[src/rtl/riscv_ctrl_pkg.sv]
// Shared definitions for the fetch unit and the Controller: opcode encodings
// and the fetch state encoding.
package riscv_ctrl_pkg;

  localparam logic [6:0] R_TYPE  = 7'b0110011;
  localparam logic [6:0] I_TYPE  = 7'b0010011;
  localparam logic [6:0] S_TYPE  = 7'b0100011;
  localparam logic [6:0] SB_TYPE = 7'b1100011;
  localparam logic [6:0] LOAD    = 7'b0000011;

  typedef enum logic [2:0] {
    IDLE  = 3'd0,
    REQ   = 3'd1,
    WAIT  = 3'd2,
    ISSUE = 3'd3,
    HALT  = 3'd4
  } fetch_state_t;

endpackage

[src/rtl/fetch_opcode_check.sv]
// Combinational legality decode of a fetched opcode; only built when
// FETCH_OPCODE_CHECK_EN is defined.
`ifdef FETCH_OPCODE_CHECK_EN
module fetch_opcode_check
  import riscv_ctrl_pkg::*;
(
  input  logic [6:0] opcode,
  output logic       legal
);

  always_comb begin
    legal = 1'b0;
    case (opcode)
      R_TYPE, I_TYPE, S_TYPE, SB_TYPE, LOAD: legal = 1'b1;
      default:                               legal = 1'b0;
    endcase
  end

endmodule
`endif

[src/rtl/instr_fetch_unit.sv]
// Sequential instruction fetch with branch redirect and a single outstanding
// memory request. FETCH_OPCODE_CHECK_EN adds an illegal-opcode HALT state.
module instr_fetch_unit
  import riscv_ctrl_pkg::*;
#(
  parameter int                 ADDR_W   = 32,
  parameter int                 DATA_W   = 32,
  parameter logic [ADDR_W-1:0]  RESET_PC = '0
) (
  input  logic              clk,
  input  logic              reset,
  input  logic              start,
  output logic              imem_req,
  output logic [ADDR_W-1:0] imem_addr,
  input  logic              imem_gnt,
  input  logic              imem_rvalid,
  input  logic [DATA_W-1:0] imem_rdata,
  output logic              instr_valid,
  input  logic              instr_ready,
  output logic [DATA_W-1:0] instr,
  output logic [6:0]        opcode,
  output logic [ADDR_W-1:0] instr_pc,
  input  logic              branch_taken,
  input  logic [ADDR_W-1:0] branch_target
`ifdef FETCH_OPCODE_CHECK_EN
  ,
  output logic              illegal
`endif
);

  fetch_state_t      state;
  logic [ADDR_W-1:0] pc;
  logic              drop;

  function automatic logic [ADDR_W-1:0] align_pc(input logic [ADDR_W-1:0] a);
    return {a[ADDR_W-1:2], 2'b00};
  endfunction

  // Wraps modulo 2^ADDR_W by construction.
  function automatic logic [ADDR_W-1:0] seq_pc(input logic [ADDR_W-1:0] a);
    return a + ADDR_W'(4);
  endfunction

`ifdef FETCH_OPCODE_CHECK_EN
  logic word_legal;

  fetch_opcode_check u_opcode_check (
    .opcode (imem_rdata[6:0]),
    .legal  (word_legal)
  );

  assign illegal = (state == HALT);
`endif

  assign imem_req    = (state == REQ);
  assign imem_addr   = pc;
  assign instr_valid = (state == ISSUE);
  assign opcode      = instr[6:0];

  always_ff @(posedge clk or posedge reset) begin
    if (reset) begin
      state    <= IDLE;
      pc       <= RESET_PC;
      drop     <= 1'b0;
      instr    <= '0;
      instr_pc <= '0;
    end else begin
      case (state)
        IDLE: begin
          if (start) state <= REQ;
        end
        REQ: begin
          if (branch_taken) pc <= align_pc(branch_target);
          // A grant in the redirect cycle still owes a response, which must be discarded.
          if (imem_gnt) begin
            state <= WAIT;
            drop  <= branch_taken;
          end
        end
        WAIT: begin
          if (branch_taken) pc <= align_pc(branch_target);
          if (imem_rvalid) begin
            drop <= 1'b0;
            if (drop || branch_taken) begin
              state <= REQ;
            end else begin
              instr    <= imem_rdata;
              instr_pc <= pc;
`ifdef FETCH_OPCODE_CHECK_EN
              state    <= word_legal ? ISSUE : HALT;
`else
              state    <= ISSUE;
`endif
            end
          end else if (branch_taken) begin
            drop <= 1'b1;
          end
        end
        ISSUE: begin
          // Redirect wins over the sequential successor even when the word is consumed.
          if (branch_taken) begin
            pc    <= align_pc(branch_target);
            state <= REQ;
          end else if (instr_ready) begin
            pc    <= seq_pc(pc);
            state <= REQ;
          end
        end
        default: begin
          state <= state;
        end
      endcase
    end
  end

endmodule

[config.mk]
export PLATFORM = sky130hd
export DESIGN_NAME = instr_fetch_unit
export DESIGN_NICKNAME = d
export VERILOG_FILES = /design/src/rtl/riscv_ctrl_pkg.sv /design/src/rtl/fetch_opcode_check.sv /design/src/rtl/instr_fetch_unit.sv
export SDC_FILE = /design/constraint.sdc
export NUM_CORES = 1
export LEC_CHECK = 0
export CORE_MARGIN = 2
export CORE_UTILIZATION = 45
export CTS_CLUSTER_SIZE = 24
export DETAILED_ROUTE_END_ITERATION = 8
export GPL_ROUTABILITY_DRIVEN = 0
export PLACE_DENSITY = 0.9
export RECOVER_POWER = 50
export SLEW_MARGIN = 20
export SYNTH_ARGS = -nofsm -noshare
export SYNTH_HDL_FRONTEND = slang
export SYNTH_SLANG_ARGS = --single-unit
[constraint.sdc]
create_clock -name clk -period 3.2 [get_ports clk]
set_input_delay 0.32 -clock clk [delete_from_list [all_inputs] [get_ports clk]]
set_output_delay 0.32 -clock clk [all_outputs]
set_load 0.005 [all_outputs]
==> flow_results.org <==
** CTS
- TritonCTS built the clock tree.
- Clock input transition at the sequential cells of the worst setup and hold paths :: 0.08 ns
- Number of gates given a new drive strength after cts :: 0
- Sink count of the clock tree :: 95
- In this run the deepest clock path goes through 2 buffers.
- H-tree levels :: 3
- Count of buffers added by post-CTS timing repair for setup :: 0
- For the worst-skew pair, the clock arrives at the later sink with an insertion delay of 0.36 ns.
- The number of clock buffers added by TritonCTS is 9.
- For this design, the CTS-stage hold fixing added 0 buffers.
- Root buffer selected by CTS :: clkbuf_8

** Worst setup path
- Length in cells of the worst reg-to-reg path :: 8
- On the critical path, the stage with the largest delay is an instance of o22ai_2.
- The worst register-to-register path begins at state[0].
- Data arrival time of the critical path :: 2.65 ns
- Walking the worst path, the cells encountered are inv_1 > ha_1 > nor2b_2 > o22ai_2 > buf_4 > nor2_1 > a22oi_1 > nor2_1.
- Element type at the critical path start :: register
- Capture instance of the worst register-to-register path :: imem_addr[15]
- Worst R2R Setup Slack :: between 0.7 and 0.8 ns
- In this run the worst setup path terminates at imem_addr[15].
- In this run the worst setup path begins at state[0].
- STA classifies the critical path endpoint as a register.
- CP max FO :: 19
- Counting stages on the worst path, the most repeated cell is nor2_1.
- Req. time, crit path :: 3.45 ns
- Max stage delay on crit path :: 0.65 ns
- Class of the most critical setup path :: register to register

** Power
- Total chip power :: 5.65 mW
- Leakage dissipation :: 2.80 nW
- Largest vdd supply drop :: 0.442 mV
- For this design the ratio of total power to cell area is 863 mW/mm^2.

** Timing
- Worst slew margin relative to its limit :: -0.464
- Setup violations remaining at the end of the flow were counted as 0.
- Derived from the worst setup path, the maximum achievable clock frequency is 416 MHz.
- For the pin with the worst max-slew slack, the measured transition is 2.19 ns.
- Of the available clock period, the critical path in the final layout requires 0.751.
- Hold violation count in the final report :: 0
- Final slew viol count :: 58
- Setup skew after layout :: 0.00942 ns
- Total Neg Setup Slack :: 0 ns
- Subtracting the final worst setup slack from the clock period gives 2.40 ns.
- Unrepaired setup endpoints after global routing :: false

** Floorplan
- The floorplan has 37 rows.
- The total area inside the core boundary comes to between 0.01 and 0.015 mm^2.
- The die is 106 um tall.
- Initial core utilization :: 0.458
- around 180 I/O pins were placed.
- The floorplan step defined a die boundary enclosing 0.0112 mm^2.
- Measured along the x axis, the die boundary spans between 100 and 150 um.

** Global route
- Number of antenna violations at the first check in global routing :: 0
- The number of global-route vias before repair was 3847.
- Summed over all layers, the global routing overflow is 0.
- The first global-routing pass estimated ~20000 um of wire.
- For this run, the total global-route usage over all layers was measured as 0.222.
- Pin count of the biggest net entering global routing :: 59

** Detailed routing
- For this block, the routed nets add up to ~12000 um of wire.
- The first routing iteration left roughly 250 violations.
- Detailed-route wire length per cell :: 17.4 um
- Post-route antenna net violation count :: 0
- Number of design rule violations left after detail routing :: 0
- Across all layers, the routed design uses 3999 vias.
- First-pass DRT Iterations :: 5
- Dividing the detail-routed via count by the number of cells gives roughly 5.6.

** Place
- Cell Count Post-Placement :: 696
- IO buf count :: approximately 170
- The wire-length estimate of the detail-placed layout is 8960 um.

** Cells and area
- The count of cells in the finished layout, fillers not included, comes to 709.
- Final #Nets :: 647
- The area growth from synthesis to layout is 40.0%.
- Antenna cell count :: 0
- The layout has 807 filler cells.
- Of the cells placed in the final design, the portion with a size suffix greater than 1 is 0.0977.

** Yosys
- Counting flops and latches in the post-synthesis netlist gives 95.
- Cell area after synthesis :: 0.00468 mm^2
- During synthesis, Yosys emitted a total of 0 warnings.
- After synthesis, the mean cell area works out to ~11 um^2.
- Async set or reset register ratio after synthesis :: 1.00
- EDFF count, synth :: 0
- Of the synthesized area, sequential elements account for 0.508.
- Among all flip-flop cells after synthesis, the most frequent one is dfrtp_1.
- Synthesis handed over a netlist of 419 instances.
- The netlist uses 48 different library cells.

** Flow run
- Number of max-cap violations :: 1

** Outcome
- Violations in the final reports :: max-capacitance violations, max-slew violations
- The run finished, with violations left.

** Min path
- The tightest min-delay check is of the register to register type.
==> cell usage after synthesis, types with 2 or more instances <==
library cell | number | share of area
buf_2 | 16 | 0.017
o21ai_1 | 4 | 0.0043
o32a_1 | 3 | 0.0064
or2_2 | 2 | 0.0027
buf_4 | 19 | 0.030
a31oi_1 | 10 | 0.013
nor3_2 | 2 | 0.0043
clkbuf_1 | 3 | 0.0024
o22a_1 | 6 | 0.011
and3_1 | 7 | 0.0094
a21oi_1 | 23 | 0.025
nand2_1 | 25 | 0.020
and4_4 | 2 | 0.0048
mux2_1 | 42 | 0.10
mux2i_1 | 5 | 0.011
o21ai_0 | 16 | 0.017
a22oi_1 | 2 | 0.0032
and2_1 | 6 | 0.0080
nand2b_1 | 5 | 0.0067
ha_1 | 5 | 0.013
a2bb2oi_1 | 6 | 0.011
inv_1 | 5 | 0.0040
and4_1 | 3 | 0.0056
nand4_1 | 12 | 0.016
nor3_1 | 4 | 0.0043
nand3_1 | 18 | 0.019
dfrtp_1 | 95 | 0.51
nor2_1 | 23 | 0.018
o311ai_1 | 2 | 0.0037
o22ai_1 | 10 | 0.013
mux2_2 | 21 | 0.051
==> through the flow <==
step	hold slack (ns)	setup WS, ns	cell area, um^2	util
detailed placement	0.475	0.764	6400	0.626
global route	0.497	0.442	6550	0.640
global placement	0.466	0.874	6400	0.626
CTS	0.470	0.793	6560	0.641
finish	0.481	0.797	6550	0.640
floorplan	0.430	0.403	4690	-
==> flip-flops by register name, summed over array words and instances (netlist names) <==
register	cells
drop	1
state	2
instr	32
instr_pc	30
imem_addr	30
==> worst min path at each step <==
stage	depth (start not counted)	from	endpoint	slack, ns
final	1	instr_pc[29]	instr_pc[29]	0.48
after global routing	1	instr_pc[2]	instr_pc[2]	0.50
after CTS	2	reset	instr[23]	0.47
after detailed placement	1	instr_pc[29]	instr_pc[29]	0.47
after global placement	1	instr_pc[2]	instr_pc[2]	0.47
after floorplan	1	imem_rvalid	drop	0.43
==> layer usage <==
layer  global-route usage  vias to the layer above  routed length [um]
li1                     -                     1822                   -
met1                0.276                     1957                5000
met2                0.381                      200                6280
met3               0.0484                       20                 856
met4               0.0808                        0                 199
met5                    0                        -                   0
==> layout by cell type, fill, tap and decap left out, types with 2 or more instances in the layout <==
| cell type | instances |
|---|---|
| a22oi_1 | 2 |
| o22ai_1 | 9 |
| ha_1 | 5 |
| o21ai_1 | 4 |
| and4_1 | 3 |
| and3_1 | 7 |
| buf_4 | 6 |
| a21oi_1 | 23 |
| o22a_1 | 6 |
| nand2_1 | 25 |
| and4_4 | 2 |
| o32a_1 | 3 |
| nand3_1 | 18 |
| dlygate4sd3_1 | 49 |
| nor3_1 | 4 |
| mux2_1 | 42 |
| inv_1 | 5 |
| conb_1 | 4 |
| o21ai_0 | 16 |
| and2_1 | 5 |
| dfrtp_1 | 95 |
| nor3_2 | 2 |
| nor2_1 | 23 |
| o311ai_1 | 2 |
| mux2_2 | 21 |
| nand4_1 | 12 |
| clkdlybuf4s50_1 | 120 |
| a2bb2oi_1 | 6 |
| or2_2 | 2 |
| a31oi_1 | 10 |
| mux2i_1 | 5 |
| clkbuf_8 | 10 |
| clkinv_2 | 2 |
| nand2b_1 | 5 |
==> critical path, delay by kind of cell (launching register included) <==
kind	cells	cell delay [ns]
adders and majority gates	1	0.41
buffers and inverters	2	0.39
AOI/OAI and AO/OA	2	0.84
DFF	1	0.40
and+or+nand+nor	3	0.25
==> where the power goes <==
part | leakage, nW | total [mW] | switching [mW] | internal, mW
Combinational | 1.55 | 2.65 | 1.05 | 1.61
Sequential | 1.16 | 2.33 | 0.560 | 1.77
Clock | 0.0809 | 0.674 | 0.385 | 0.289
==> layout make-up <==
| class | count | area [um^2] | share of cell area |
|---|---|---|---|
| flip-flops and latches | 95 | 2380 | 0.363 |
| clock inverters | 2 | 10.0 | 0.00153 |
| multi-input cells | 284 | 2080 | 0.317 |
| well taps | 136 | 170 | 0.0260 |
| clock buffers | 11 | 141 | 0.0216 |
| repair buffers | 176 | 1760 | 0.268 |
| inverters | 5 | 18.8 | 0.00286 |
==> logic make-up after synthesis <==
group	synth area share
AND/OR/NAND/NOR	0.138
buffers and inverters	0.0540
multiplexers	0.162
adder cells (fa/ha/maj)	0.0134
other	0.000801
flip-flops	0.508
AO/OA/AOI/OAI	0.124
Power figures use the tool's default switching activity.
